--- src/rtl/bmp_pixel_reader_if.sv ---
// bmp_pixel_reader_if
// Groups the frame-control, byte-memory and pixel-output signals of the
// BMP pixel reader into one bundle.
//
// Parameters:
//   WIDTH      bits per colour channel and per memory byte
//   ADDR_BITS  memory byte-address width
//
// Signals:
//   start          frame start request (sampled only while the reader is idle)
//   pix_base       byte address of the first pixel byte, sampled with start
//   mem_addr       memory read address
//   mem_rd_en      memory read enable
//   mem_rd_data    memory read data, valid the cycle after mem_rd_en
//   r/g/b_data_out pixel channels
//   data_out_done  one-cycle strobe: pixel channels valid
//   busy           frame in progress
//   frame_done     one-cycle pulse together with the last pixel of a frame
//
// Modports:
//   master  the reader itself
//   slave   the environment (frame memory, filter, controller)
interface bmp_pixel_reader_if #(
  parameter int WIDTH     = 8,
  parameter int ADDR_BITS = 20
);
  logic                 start;
  logic [ADDR_BITS-1:0] pix_base;
  logic [ADDR_BITS-1:0] mem_addr;
  logic                 mem_rd_en;
  logic [WIDTH-1:0]     mem_rd_data;
  logic [WIDTH-1:0]     r_data_out;
  logic [WIDTH-1:0]     g_data_out;
  logic [WIDTH-1:0]     b_data_out;
  logic                 data_out_done;
  logic                 busy;
  logic                 frame_done;

  modport master (
    input  start, pix_base, mem_rd_data,
    output mem_addr, mem_rd_en,
    output r_data_out, g_data_out, b_data_out,
    output data_out_done, busy, frame_done
  );

  modport slave (
    output start, pix_base, mem_rd_data,
    input  mem_addr, mem_rd_en,
    input  r_data_out, g_data_out, b_data_out,
    input  data_out_done, busy, frame_done
  );
endinterface

--- src/rtl/bmp_pixel_reader.sv ---
// bmp_pixel_reader
// Streams a 24-bit BMP pixel array (bytes in B,G,R order) out of a byte-wide
// synchronous memory and presents one RGB pixel per data_out_done strobe,
// ready to feed the sharpening filter input.
//
// A frame is ROWS x COLS pixels read strictly in memory order starting at
// pix_base. One byte is read per cycle with no bubbles, so the steady-state
// output rate is one pixel every three cycles. The first strobe appears five
// cycles after start is accepted.
//
// Parameters:
//   WIDTH      bits per colour channel and per memory byte
//   ROWS       pixel rows per frame
//   COLS       pixels per row
//   ADDR_BITS  memory byte-address width (address arithmetic wraps)
//
// Ports:
//   clk    system clock
//   reset  asynchronous, active-high reset; aborts a frame immediately
//   bus    bmp_pixel_reader_if.master (start/pix_base, memory read port,
//          pixel outputs, busy, frame_done)
//
// Optional feature macro:
//   BMP_PIXEL_READER_PAD_EN  when defined, each row is padded to a multiple
//                            of 4 bytes and the pad bytes are skipped in the
//                            same cycle as the row-end address step. When
//                            undefined, rows are assumed tightly packed
//                            (valid when COLS*3 is a multiple of 4).
module bmp_pixel_reader #(
  parameter int WIDTH     = 8,
  parameter int ROWS      = 512,
  parameter int COLS      = 512,
  parameter int ADDR_BITS = 20
) (
  input logic                clk,
  input logic                reset,
  bmp_pixel_reader_if.master bus
);

  localparam int COL_BITS = (COLS > 1) ? $clog2(COLS) : 1;
  localparam int ROW_BITS = (ROWS > 1) ? $clog2(ROWS) : 1;

  localparam logic [COL_BITS-1:0]  LAST_COL = COL_BITS'(COLS - 1);
  localparam logic [ROW_BITS-1:0]  LAST_ROW = ROW_BITS'(ROWS - 1);
  localparam logic [COL_BITS-1:0]  COL_ONE  = COL_BITS'(1);
  localparam logic [ROW_BITS-1:0]  ROW_ONE  = ROW_BITS'(1);
  localparam logic [ADDR_BITS-1:0] ADDR_ONE = ADDR_BITS'(1);

  // Byte phase within a pixel, following the BMP byte order.
  localparam logic [1:0] PHASE_B = 2'd0;
  localparam logic [1:0] PHASE_G = 2'd1;
  localparam logic [1:0] PHASE_R = 2'd2;

`ifdef BMP_PIXEL_READER_PAD_EN
  // Rows start on 4-byte boundaries; the row-end step jumps over the pad.
  localparam int PAD_BYTES = (4 - ((COLS * 3) % 4)) % 4;
  localparam logic [ADDR_BITS-1:0] ROW_END_STEP = ADDR_BITS'(1 + PAD_BYTES);
`endif

  typedef enum logic [1:0] {
    IDLE  = 2'd0,
    READ  = 2'd1,
    DRAIN = 2'd2
  } state_t;

  state_t               state_q;
  logic [ADDR_BITS-1:0] addr_q;
  logic                 rd_en_q;
  logic [1:0]           phase_q;
  logic [COL_BITS-1:0]  col_q;
  logic [ROW_BITS-1:0]  row_q;
  logic                 busy_q;
  logic                 frame_done_q;

  logic                 rd_valid_q;
  logic [1:0]           rd_phase_q;
  logic [WIDTH-1:0]     b_stage_q;
  logic [WIDTH-1:0]     g_stage_q;
  logic [WIDTH-1:0]     r_out_q;
  logic [WIDTH-1:0]     g_out_q;
  logic [WIDTH-1:0]     b_out_q;
  logic                 done_q;

  // Read sequencer: walks phase/column/row counters and issues one byte read
  // per cycle. The row-end address step happens in the same cycle as the
  // column wrap so the read stream never stalls. After the final R byte is
  // issued the reader drains until that byte has come back and been strobed.
  always_ff @(posedge clk or posedge reset) begin
    if (reset) begin
      state_q      <= IDLE;
      addr_q       <= '0;
      rd_en_q      <= 1'b0;
      phase_q      <= PHASE_B;
      col_q        <= '0;
      row_q        <= '0;
      busy_q       <= 1'b0;
      frame_done_q <= 1'b0;
    end else begin
      frame_done_q <= 1'b0;
      case (state_q)
        IDLE: begin
          // busy stays high through the frame_done cycle and falls one
          // cycle later unless a new frame is started right away.
          busy_q <= bus.start;
          if (bus.start) begin
            state_q <= READ;
            addr_q  <= bus.pix_base;
            rd_en_q <= 1'b1;
            phase_q <= PHASE_B;
            col_q   <= '0;
            row_q   <= '0;
          end
        end

        READ: begin
          if (phase_q != PHASE_R) begin
            phase_q <= phase_q + 2'd1;
            addr_q  <= addr_q + ADDR_ONE;
          end else begin
            phase_q <= PHASE_B;
            if (col_q != LAST_COL) begin
              col_q  <= col_q + COL_ONE;
              addr_q <= addr_q + ADDR_ONE;
            end else begin
              col_q <= '0;
              if (row_q == LAST_ROW) begin
                // Last byte of the frame was just issued.
                state_q <= DRAIN;
                rd_en_q <= 1'b0;
              end else begin
                row_q <= row_q + ROW_ONE;
`ifdef BMP_PIXEL_READER_PAD_EN
                addr_q <= addr_q + ROW_END_STEP;
`else
                addr_q <= addr_q + ADDR_ONE;
`endif
              end
            end
          end
        end

        DRAIN: begin
          // The final R byte returns now; the capture pipeline strobes the
          // last pixel at this same edge, so frame_done lines up with it.
          if (rd_valid_q && (rd_phase_q == PHASE_R)) begin
            frame_done_q <= 1'b1;
            state_q      <= IDLE;
          end
        end

        default: begin
          state_q <= IDLE;
          rd_en_q <= 1'b0;
        end
      endcase
    end
  end

  // Capture pipeline: each returning byte is tagged with the phase it was
  // read in, one cycle late to match the memory latency. B and G wait in
  // staging registers so all three channels update together on the R byte,
  // and the outputs hold their value between strobes.
  always_ff @(posedge clk or posedge reset) begin
    if (reset) begin
      rd_valid_q <= 1'b0;
      rd_phase_q <= PHASE_B;
      b_stage_q  <= '0;
      g_stage_q  <= '0;
      r_out_q    <= '0;
      g_out_q    <= '0;
      b_out_q    <= '0;
      done_q     <= 1'b0;
    end else begin
      rd_valid_q <= rd_en_q;
      rd_phase_q <= phase_q;
      done_q     <= 1'b0;
      if (rd_valid_q) begin
        case (rd_phase_q)
          PHASE_B: b_stage_q <= bus.mem_rd_data;
          PHASE_G: g_stage_q <= bus.mem_rd_data;
          PHASE_R: begin
            r_out_q <= bus.mem_rd_data;
            g_out_q <= g_stage_q;
            b_out_q <= b_stage_q;
            done_q  <= 1'b1;
          end
          default: begin
          end
        endcase
      end
    end
  end

  assign bus.mem_addr      = addr_q;
  assign bus.mem_rd_en     = rd_en_q;
  assign bus.r_data_out    = r_out_q;
  assign bus.g_data_out    = g_out_q;
  assign bus.b_data_out    = b_out_q;
  assign bus.data_out_done = done_q;
  assign bus.busy          = busy_q;
  assign bus.frame_done    = frame_done_q;

endmodule

--- src/flat_wrapper.sv ---
// flat-port wrapper written by rule: the top's interface ports become plain ports
module bmp_pixel_reader_flat 
#(
  parameter int WIDTH     = 8,
  parameter int ROWS      = 512,
  parameter int COLS      = 512,
  parameter int ADDR_BITS = 20
)
  (clk, reset, bus_start, bus_pix_base, bus_mem_rd_data, bus_mem_addr, bus_mem_rd_en, bus_r_data_out, bus_g_data_out, bus_b_data_out, bus_data_out_done, bus_busy, bus_frame_done);
  bmp_pixel_reader_if #(.WIDTH(WIDTH), .ADDR_BITS(ADDR_BITS)) bus_i ();
  input logic clk;
  input logic reset;
  input wire logic [$bits(bus_i.start)-1:0] bus_start;
  input wire logic [$bits(bus_i.pix_base)-1:0] bus_pix_base;
  input wire logic [$bits(bus_i.mem_rd_data)-1:0] bus_mem_rd_data;
  output wire logic [$bits(bus_i.mem_addr)-1:0] bus_mem_addr;
  output wire logic [$bits(bus_i.mem_rd_en)-1:0] bus_mem_rd_en;
  output wire logic [$bits(bus_i.r_data_out)-1:0] bus_r_data_out;
  output wire logic [$bits(bus_i.g_data_out)-1:0] bus_g_data_out;
  output wire logic [$bits(bus_i.b_data_out)-1:0] bus_b_data_out;
  output wire logic [$bits(bus_i.data_out_done)-1:0] bus_data_out_done;
  output wire logic [$bits(bus_i.busy)-1:0] bus_busy;
  output wire logic [$bits(bus_i.frame_done)-1:0] bus_frame_done;
  assign bus_i.start = bus_start;
  assign bus_i.pix_base = bus_pix_base;
  assign bus_i.mem_rd_data = bus_mem_rd_data;
  assign bus_mem_addr = bus_i.mem_addr;
  assign bus_mem_rd_en = bus_i.mem_rd_en;
  assign bus_r_data_out = bus_i.r_data_out;
  assign bus_g_data_out = bus_i.g_data_out;
  assign bus_b_data_out = bus_i.b_data_out;
  assign bus_data_out_done = bus_i.data_out_done;
  assign bus_busy = bus_i.busy;
  assign bus_frame_done = bus_i.frame_done;
  bmp_pixel_reader #(.WIDTH(WIDTH), .ROWS(ROWS), .COLS(COLS), .ADDR_BITS(ADDR_BITS)) u_core (.clk(clk), .reset(reset), .bus(bus_i));
endmodule
--- config.mk ---
export PLATFORM = sky130hd
export DESIGN_NAME = bmp_pixel_reader_flat
export DESIGN_NICKNAME = d
export VERILOG_FILES = /design/src/rtl/bmp_pixel_reader_if.sv /design/src/rtl/bmp_pixel_reader.sv /design/src/flat_wrapper.sv
export SDC_FILE = /design/constraint.sdc
export NUM_CORES = 1
export LEC_CHECK = 0
export BUFFER_PORTS_ARGS = -buffer_cell sky130_fd_sc_hd__buf_4
export CORE_ASPECT_RATIO = 1.5
export CORE_MARGIN = 8
export CORE_UTILIZATION = 55
export DETAILED_ROUTE_END_ITERATION = 12
export PLACE_DENSITY_LB_ADDON = 0.08
export SLEW_MARGIN = 20
export SYNTH_ARGS = -nofsm -noshare
export SYNTH_HDL_FRONTEND = slang
export SYNTH_SLANG_ARGS = --single-unit
--- constraint.sdc ---
create_clock -name clk -period 4.23 [get_ports clk]
set_input_delay 0.423 -clock clk [delete_from_list [all_inputs] [get_ports clk]]
set_output_delay 0.423 -clock clk [all_outputs]
set_load 0.005 [all_outputs]
==> run_results.csv, run 1 <==
group,metric,value,unit
power,vdd_drop_max,0.366,mV
synthesis,synth.avg_cell_area,9.75,um^2
floorplan,io_pins,79,
timing,worst_pin_slew,1.02,ns
floorplan,dieArea,0.0108,mm^2
clock_network,postCtsResizedCells,0,
cells_and_area,final_cell_mix,"nand2_1 (101), dfrtp_1 (89), buf_4 (82)",
clock_network,cts_made_buffers,9,
cells_and_area,area_delta_synth_final,22.5,%
synthesis,synthAdderAreaFrac,0.0149,
global_route,grt_pass1_vias,3567,
setup_path,worstPathRequired,4.47,ns
setup_path,path_class,"flip-flop to flip-flop",
cells_and_area,layout-drive-gt1-share,0.248,
synthesis,ys_seq_area_frac,0.530,
synthesis,synth_top_family_by_area,"simple AND/OR/NAND/NOR gates",
timing,setup_viol,0,
cells_and_area,fillers,643,
synthesis,synth_edf_count,0,
clock_network,cts_sinks,89,
synthesis,synth_top_area_frac,0.530,
floorplan,rows,39,
floorplan,die_w,87.4,um
drt,drc,0,
global_route,antenna_found_initial,0,
clock_network,cts_hold_buf,0,
drt,vias,3512,
clock_network,clockBufferDepth,2,
clock_network,post_cts.repair.setup_buffers,0,
global_route,track_usage,0.197,
synthesis,synth_nets,467,
cells_and_area,fin_area,0.00515,mm^2
cells_and_area,final_common_cell,"nand2_1",
drt,antenna_left,0,
timing,slew-limit-headroom,0.321,
drt,wire_per_inst,16.6,um
setup_path,startpoint_type,"flip-flop",
synthesis,synthTopCellsByArea,"dfrtp_1 (53%), nand2_1 (9.0%), mux2_2 (4.3%), a21oi_1 (3.0%), o21ai_0 (2.1%)",
floorplan,die_h,123,um
timing,drv_slew,0,
clock_network,cts_tree,"yes",
floorplan,core,0.00751,mm^2
timing,finalSetupTns,0,ns
drt,first_pass_iters,5,
timing,period_minus_slack,3.00,ns
placement,dp_hpwl,7.19,mm
synthesis,postSynthCellCount,431,
power,power_density,656,mW/mm^2
drt,drt_iter0_markers,214,
placement,dpl_cell_area,0.00486,mm^2
synthesis,async_flop_share,1.00,
synthesis,yosysWarningCount,0,
timing,rsz0062_at_grt,"no",
synthesis,synth_mux_area_frac,0.0500,
global_route,grt_max_degree,48,
global_route,grt_pass1_wl,16.7,mm
synthesis,synth_top_area_cell,"dfrtp_1",
timing,finalHoldViolCount,0,
power,p_leak,0.00244,uW
clock_network,clk_latency,0.34,ns
drt,drt-total-wl,10.1,mm
drt,viasPerCell,5.76,
synthesis,synth_cell_types,58,
clock_network,htree_num_levels,3,
setup_path,setup.worst_path.end_class,"flip-flop",
placement,port_buffers,78,
clock_network,root_buffer,"clkbuf_16",
setup_path,worst_ep_arrival_time,3.24,ns
power,total_power,3380,uW
timing,clock.fmax,333,MHz
synthesis,synth-main-ff-cell,"dfrtp_1",
cells_and_area,antennaDiodeCount,0,
timing,finalCritPeriodShare,0.710,
timing,clock-skew-final,0.00436,ns
cells_and_area,nets,540,
floorplan,initial_core_util,0.559,
synthesis,synthSimpleGateAreaFrac,0.219,
outcome,outcome,"finished clean",
setup_path,r2r_slack,1.23,ns
synthesis,synth-xor-area-share,0.0146,
synthesis,synth_compound_area_frac,0.141,
run,drv_cap,0,
synthesis,ys_ff_latch,89,
placement,place_congestion,0.851,
min_path,hold_class,"primary input to async pin",
synthesis,synth_area,0.00420,mm^2
setup_path,path_max_fanout,21,
clock_network,clk_pin_slew,0.06,ns
global_route,grt_overflow_total,0,
-- layer usage --
metal / track usage / share of wire / vias to the layer above / wire length, um
met2: 0.343 / 0.52 / 105 / 5270
met4: 0.0811 / 0.016 / 0 / 158
li1: - / - / 1685 / -
met1: 0.217 / 0.40 / 1709 / 4070
met5: 0 / 0 / - / 0
met3: 0.0605 / 0.060 / 13 / 603
-- where the power goes --
part           switching (uW)  internal [uW]
Clock                     315            453
Sequential                292           1180
Combinational             547            590
-- layout make-up --
type                    instances  area [um^2]  share of cell area
clock buffers                  10          229              0.0445
flip-flops and latches         89         2230               0.433
multi-input cells             312         1850               0.360
repair buffers                 82          616               0.120
well taps                     102          128              0.0248
clock inverters                 5         57.6              0.0112
inverters                      10         38.8             0.00753
-- per-stage QoR --
stage / instances / setup WS [ns] / utilization / hold slack, ns
finish: 610 / 1.23 / 0.685 / 0.221
global route: 610 / 0.980 / 0.685 / 0.294
floorplan: 431 / 1.50 / - / 0.416
global placement: 595 / 1.40 / 0.647 / 0.441
detailed placement: 595 / 1.24 / 0.647 / 0.437
CTS: 610 / 1.22 / 0.685 / 0.251
-- synthesized netlist by cell type (3+ instances only) --
cell type / n
and4_1: 4
o21ai_0: 18
and3_1: 7
a21oi_1: 25
o22a_1: 5
mux2_2: 16
nand2_1: 101
mux2i_1: 3
a31o_2: 3
nand3_1: 14
dfrtp_1: 89
o22ai_1: 6
o31ai_1: 6
nand3b_1: 3
ha_1: 5
clkbuf_1: 11
nor2_1: 22
nand4_1: 13
nor3_1: 6
inv_1: 9
and2_1: 3
xor2_1: 7
buf_2: 8
-- critical path, cell delays in order, from the launching register on --
cell	delay (ns)
dfrtp_1	0.39
and3_1	0.25
nand3_1	0.13
nor2_1	0.14
ha_1	0.25
nand4b_1	0.20
a21oi_2	0.61
inv_1	0.52
a221oi_1	0.39
-- path summary, 6_finish.rpt --
path | start | end | depth (start not counted)
worst min-delay path | reset | u_core.bus.r_data_out[4] | 2
worst max-delay path | u_core.col_q[3] | u_core.bus.mem_addr[11] | 8
worst min register to register | u_core.bus.mem_rd_en | u_core.rd_valid_q | 0
min in group clk | bus_mem_rd_data[7] | u_core.bus.r_data_out[7] | 3
max in group asynchronous | reset | u_core.bus.b_data_out[1] | 3
worst max register to register | u_core.col_q[3] | u_core.bus.mem_addr[11] | 8
-- cell families (layout without fill, tap and decap cells) --
| group | count (synthesis) | in the layout |
|---|---|---|
| XOR/XNOR | 7 | 7 |
| buffers and inverters | 30 | 107 |
| AO/OA/AOI/OAI | 90 | 90 |
| AND/OR/NAND/NOR | 191 | 191 |
| multiplexers | 19 | 19 |
| flip-flops | 89 | 89 |
| adder cells (fa/ha/maj) | 5 | 5 |
-- flip-flops by register name, summed over array words and instances, names as in the netlist, 2 cells and up --
signal,count
u_core.b_stage_q,8
u_core.bus.g_data_out,8
u_core.row_q,9
u_core.col_q,9
u_core.rd_phase_q,2
u_core.bus.mem_addr,20
u_core.g_stage_q,8
u_core.bus.b_data_out,8
u_core.phase_q,2
u_core.state_q,2
u_core.bus.r_data_out,8
No activity file was read; power rests on OpenSTA's default activity.
==> inputs of run 2 (changes only) <==
Settings changed: ABC_AREA from default to 1.
Clock period 4.23 ns to 3 ns, I/O delays scaled along.
==> run 2 against run 1 <==
  * Via count increased by 9.0%
  * Non-clock buffer count decreased by 2
  * Flip-flop and latch count unchanged
  * Worst setup slack got worse by 0.44 ns
  * Clock skew increased by 0.0047 ns
  * Synthesized area increased by 4.0%
  * Largest power group unchanged
==> run_results.csv, run 2 <==
group,metric,value,unit
outcome,outcome,"finished clean",
floorplan,die_h,125,um
synthesis,synth_most_common_cell,"nand2_1",
clock_network,cts_sinks,89,
clock_network,clk_pin_slew,0.07,ns
placement,place_congestion,0.823,
clock_network,cts_hold_buf,0,
timing,clock-skew-final,0.00910,ns
synthesis,synth_edf_count,0,
global_route,grt_overflow_total,0,
power,p_leak,0.00280,uW
cells_and_area,nets,668,
clock_network,postCtsResizedCells,0,
timing,drv_slew,0,
floorplan,core,0.00786,mm^2
power,power.internal,1870,uW
placement,dpl_cell_area,0.00503,mm^2
drt,drt-total-wl,10.1,mm
timing,slew-limit-headroom,0.511,
power,clkPwrFrac,0.426,
global_route,antenna_found_initial,0,
clock_network,clk_latency,0.34,ns
synthesis,postSynthCellCount,557,
power,vdd_drop_max,0.271,mV
timing,clock.fmax,452,MHz
placement,dp_hpwl,7.25,mm
cells_and_area,fin_area,0.00531,mm^2
cells_and_area,layout-drive-gt1-share,0.185,
timing,setup_viol,0,
floorplan,initial_core_util,0.557,
timing,period_minus_slack,2.21,ns
power,p_switching,590,uW
global_route,grt_max_degree,50,
drt,drt_iter0_markers,210,
synthesis,synth-main-ff-cell,"dfrtp_1",
clock_network,cts_made_buffers,9,
clock_network,post_cts.repair.setup_buffers,0,
global_route,track_usage,0.191,
power,switching_share,0.240,
drt,first_pass_iters,4,
drt,viasPerCell,5.16,
timing,finalHoldViolCount,0,
floorplan,rows,40,
setup_path,path_class,"flip-flop to flip-flop",
setup_path,worst_ep_arrival_time,2.44,ns
synthesis,synth_nets,593,
cells_and_area,final_common_cell,"nand2_1",
timing,worst_pin_slew,0.733,ns
power,power_density,464,mW/mm^2
synthesis,synth_cell_types,36,
floorplan,die_w,88.8,um
cells_and_area,largest_reg_flops,20,
setup_path,path_max_fanout,19,
cells_and_area,antennaDiodeCount,0,
global_route,grt_pass1_vias,3702,
timing,rsz0062_at_grt,"no",
clock_network,htree_num_levels,3,
clock_network,clockBufferDepth,2,
setup_path,startpoint_type,"flip-flop",
drt,wire_per_inst,13.6,um
global_route,grt_pass1_wl,16.9,mm
setup_path,setup.worst_path.end_class,"flip-flop",
cells_and_area,final_cell_mix,"nand2_1 (188), dfrtp_1 (89), buf_4 (79)",
cells_and_area,area_delta_synth_final,21.4,%
drt,antenna_left,0,
power,power_frac_comb,0.061,
synthesis,synth.avg_cell_area,7.85,um^2
synthesis,synth_common_cells,"nand2_1 (188), dfrtp_1 (89), nor2_1 (57), inv_1 (48), o21ai_0 (44)",
drt,drc,0,
synthesis,ys_ff_latch,89,
synthesis,ys_seq_area_frac,0.509,
synthesis,synthTopCellsByArea,"dfrtp_1 (51%), nand2_1 (16%), o21ai_0 (5.0%), nor2_1 (4.9%), nand3_1 (4.2%)",
synthesis,synth_area,0.00437,mm^2
timing,finalCritPeriodShare,0.738,
synthesis,async_flop_share,1.00,
setup_path,worstPathRequired,3.23,ns
min_path,hold_class,"primary input to async pin",
clock_network,root_buffer,"clkbuf_16",
run,drv_cap,0,
power,sequentialPowerShare,0.513,
synthesis,synth_top_area_frac,0.509,
placement,port_buffers,78,
floorplan,dieArea,0.0111,mm^2
timing,finalSetupTns,0,ns
synthesis,yosysWarningCount,0,
floorplan,io_pins,79,
synthesis,synth_top_area_cell,"dfrtp_1",
drt,vias,3829,
clock_network,cts_tree,"yes",
run 2: cell count changes in the layout (fill, tap and decap cells not counted), moves of 4 or more:
| cell | delta |
|---|---|
| o21ai_1 | +9 |
| o22a_1 | -5 |
| o21ai_0 | +26 |
| mux2_2 | -16 |
| nand2_1 | +87 |
| inv_1 | +39 |
| o22ai_1 | -5 |
| nand3_1 | +23 |
| nand4_1 | -5 |
| and4_1 | -4 |
| o31ai_1 | -4 |
| and3_1 | -7 |
| a21oi_1 | -17 |
| nor2_1 | +35 |
run 2: metal layers:
| layer | vias to the layer above | track usage | wire, um |
|---|---|---|---|
| met2 | 92 | 0.329 | 5230 |
| met1 | 1795 | 0.221 | 4170 |
| li1 | 1928 | - | - |
| met5 | - | 0 | 0 |
| met4 | 0 | 0.0691 | 160 |
| met3 | 14 | 0.0433 | 517 |
run 2: worst paths after layout:
| kind | startpoint | end | slack, ns | depth (start not counted) |
|---|---|---|---|---|
| worst max-delay path | u_core.col_q[0] | u_core.bus.mem_addr[2] | 0.79 | 10 |
| worst max register to register | u_core.col_q[0] | u_core.bus.mem_addr[2] | 0.79 | 10 |
| min in group clk | bus_pix_base[1] | u_core.bus.mem_addr[1] | 0.23 | 3 |
| max in group asynchronous | reset | u_core.col_q[8] | 2.24 | 3 |
| worst min-delay path | reset | u_core.bus.mem_addr[12] | 0.07 | 2 |
| worst min register to register | u_core.bus.mem_rd_en | u_core.rd_valid_q | 0.44 | 0 |
run 2: power by group through the flow:
| stage | Combinational [uW] | Clock (uW) | Sequential (uW) |
|---|---|---|---|
| final | 151 | 1050 | 1260 |
| after detailed placement | 155 | 0 | 1280 |
| after global routing | 167 | 1120 | 1270 |
| after global placement | 152 | 0 | 1280 |
| after floorplan | 62.5 | 0 | 1280 |
| after CTS | 155 | 1070 | 1260 |
run 2: final cells by class:
type | count | area [um^2]
timing repair buffer | 80 | 613
tap | 105 | 131
fill | 653 | 2550
inverter | 53 | 203
sequential | 89 | 2230
multi-input combinational | 399 | 1860
clock inverter | 6 | 50.0
clock buffer | 10 | 229
run 2: kinds of logic (layout without fill, tap and decap cells):
family	count (synthesis)	count (layout)	synth area share
compound gates	73	73	0.0924
xor+xnor	6	6	0.0120
fa+ha+maj	5	5	0.0143
buf+inv	69	149	0.0664
flops	89	89	0.509
simple gates	315	315	0.306
run 2: critical path, stage by stage (launching register included):
cell	delay (ns)
dfrtp_1	0.38
ha_1	0.20
nand3_1	0.11
nor4_1	0.19
ha_1	0.23
nand3_1	0.17
nand2_4	0.12
nand2_2	0.07
nor2_4	0.37
nor2_1	0.08
o21a_1	0.18
run 2: through the flow:
| stage | total power [uW] | utilization | setup WS, ns | instances | hold slack, ns |
|---|---|---|---|---|---|
| floorplan | 1340 | - | 0.393 | 557 | 0.390 |
| global placement | 1440 | 0.640 | 0.846 | 726 | 0.413 |
| detailed placement | 1440 | 0.640 | 0.783 | 726 | 0.421 |
| CTS | 2490 | 0.676 | 0.762 | 742 | 0.0894 |
| global route | 2550 | 0.676 | 0.517 | 742 | 0.115 |
| finish | 2460 | 0.676 | 0.787 | 742 | 0.0651 |
==> inputs of run 3 (changes only) <==
Settings changed: CORE_UTILIZATION 55 to 50.
Clock period 3 ns to 2 ns, I/O delays scaled along.
==> run 3 against run 2 <==
  * The flow now finishes with violations (negative hold slack, negative setup slack)
  * Power increased by 51%
  * Worst hold slack lost 0.077 ns
  * Flip-flop and latch count did not move
  * Clock skew shrank 0.0020 ns
  * Clock-buffer cell count unchanged
  * Critical path type unchanged
  * Largest power group unchanged
  * Highest routed layer unchanged
==> run_results.csv, run 3 (synthesis results as in run 2) <==
group,metric,value,unit
clock_network,cts_tree,"yes",
outcome,outcome,"complete, but fails checks",
setup_path,crit_path_cell_trace,"ha_2 > nand3_4 > nor4_4 > ha_2 > nand3_4 > nand2_4 > nand2_4 > nor2_4 > buf_12 > nor2_1 > o21a_1",
drt,antenna_left,0,
clock_network,clk_pin_slew,0.07,ns
setup_path,worst_ep_arrival_time,2.27,ns
timing,clock.fmax,491,MHz
power,p_switching,873,uW
drt,first_pass_iters,5,
power,p_leak,0.00295,uW
timing,holdWs,-0.0116,ns
global_route,track_usage,0.183,
setup_path,path_max_fanout,18,
power,power_frac_comb,0.068,
setup_path,startpoint_type,"flip-flop",
setup_path,crit_buf_inv,1,
timing,worst_pin_slew,0.549,ns
timing,layout_setup_ws,-0.0377,ns
drt,viasPerCell,5.11,
cells_and_area,layout-drive-gt1-share,0.236,
placement,dp_cells,744,
setup_path,path_class,"flip-flop to flip-flop",
floorplan,die_w,92.4,um
min_path,hold_class,"primary input to async pin",
placement,place_congestion,0.875,
placement,port_buffers,78,
setup_path,cpMaxStageDelayCell,"dfrtp_1",
clock_network,clk_latency,0.34,ns
power,sequentialPowerShare,0.508,
clock_network,cts_made_buffers,9,
timing,drv_slew,0,
power,vdd_drop_max,0.414,mV
drt,drt-total-wl,10.9,mm
power,power.internal,2840,uW
timing,slew-limit-headroom,0.633,
floorplan,dieArea,0.0121,mm^2
timing,finalHoldViolCount,13,
cells_and_area,final_cell_mix,"nand2_1 (187), buf_4 (97), dfrtp_1 (89)",
global_route,grt_pass1_wl,17.9,mm
clock_network,htree_num_levels,3,
floorplan,io_pins,79,
timing,period_minus_slack,2.04,ns
cells_and_area,area_delta_synth_final,28.6,%
global_route,antenna_found_initial,0,
cells_and_area,final_common_cell,"nand2_1",
power,clkPwrFrac,0.423,
floorplan,die_h,131,um
power,switching_share,0.235,
outcome,violations,"negative hold slack, negative setup slack",
drt,drt_iter0_markers,191,
power,power_density,661,mW/mm^2
timing,finalSetupTns,-0.174,ns
global_route,grt_overflow_total,0,
drt,wire_per_inst,14.1,um
setup_path,setup.worst_path.end_class,"flip-flop",
cells_and_area,nets,693,
cells_and_area,final_core_util,0.648,
cells_and_area,antennaDiodeCount,0,
cells_and_area,fin_cells,772,
placement,dp_hpwl,7.44,mm
clock_network,cts_hold_buf,0,
clock_network,root_buffer,"clkbuf_16",
setup_path,worstPathRequired,2.23,ns
setup_path,max_stage_delay,0.37,ns
floorplan,rows,42,
drt,vias,3947,
cells_and_area,largest_reg_flops,20,
clock_network,clockBufferDepth,2,
global_route,grt_pass1_vias,3866,
timing,setup_viol,8,
power,total_power,3720,uW
floorplan,initial_core_util,0.504,
global_route,grt_max_degree,90,
timing,finalCritPeriodShare,1.02,
clock_network,cts_sinks,89,
drt,drc,0,
setup_path,path_delay_family,"simple AND/OR/NAND/NOR gates",
run,drv_cap,0,
timing,rsz0062_at_grt,"yes",
timing,clock-skew-final,0.00712,ns
floorplan,core,0.00867,mm^2
-- run 3: cell count changes in the layout (fill, tap and decap cells not counted), sizes merged --
cell,delta
buf,+22
clkinv,+3
inv,-3
nor2,+3
-- run 3: through the flow --
stage | worst slack, ns | instance area (um^2) | hold slack, ns
4_1_cts | 0.0119 | 5490 | 0.0107
3_3_place_gp | 0.0177 | 5150 | 0.375
6_report | -0.0377 | 5620 | -0.0116
5_1_grt | -0.179 | 5620 | 0.0246
2_1_floorplan | 0.0504 | 4380 | 0.356
3_5_place_dp | -0.0440 | 5150 | 0.373
-- run 3: power by group through the flow --
stage / registers [uW] / logic [uW] / clock network, uW
floorplan: 1920 / 94.2 / 0
global placement: 1920 / 247 / 0
detailed placement: 1920 / 248 / 0
CTS: 1890 / 250 / 1610
global route: 1900 / 284 / 1680
finish: 1890 / 253 / 1570
-- run 3: metal layers --
layer  GRT usage  share of wire  wire (um)  vias to the layer above
met2       0.330           0.53       5760                       93
met5           0              0          0                        -
met3      0.0549          0.056        606                       19
met1       0.195           0.39       4270                     1857
li1            -              -          -                     1978
met4      0.0743          0.021        225                        0
-- run 3: cell type report --
class | count | area (um^2)
Tap cell | 110 | 138
Multi-Input combinational cell | 402 | 1970
Clock inverter | 6 | 43.8
Sequential cell | 89 | 2230
Fill cell | 795 | 3050
Inverter | 53 | 208
Clock buffer | 10 | 239
Timing Repair Buffer | 102 | 802
-- run 3: path summary, 6_finish.rpt --
check	to	cells after the start	start	slack, ns
setup / recovery	u_core.bus.mem_addr[2]	11	u_core.col_q[0]	-0.04
hold / removal	u_core.bus.g_data_out[5]	3	reset	-0.01
setup reg to reg	u_core.bus.mem_addr[2]	11	u_core.col_q[0]	-0.04
hold reg to reg	u_core.rd_phase_q[0]	0	u_core.phase_q[0]	0.43
max in group asynchronous	u_core.bus.b_data_out[2]	3	reset	1.64
min in group clk	u_core.bus.mem_addr[3]	3	bus_pix_base[3]	0.14
-- run 3: tightest hold or removal path, cell delays in order --
cell        delay, ns
buf_4            0.12
clkinvlp_4       0.07
buf_12           0.38
-- run 3: repair_timing --
| action | in CTS | in global routing |
|---|---|---|
| gates resized for setup | 7 | 21 |
| pin swaps | 3 | 12 |
| setup buffers | 1 | 8 |
| gates cloned | 2 | 1 |
| endpoints found under the setup margin | 9 | 29 |
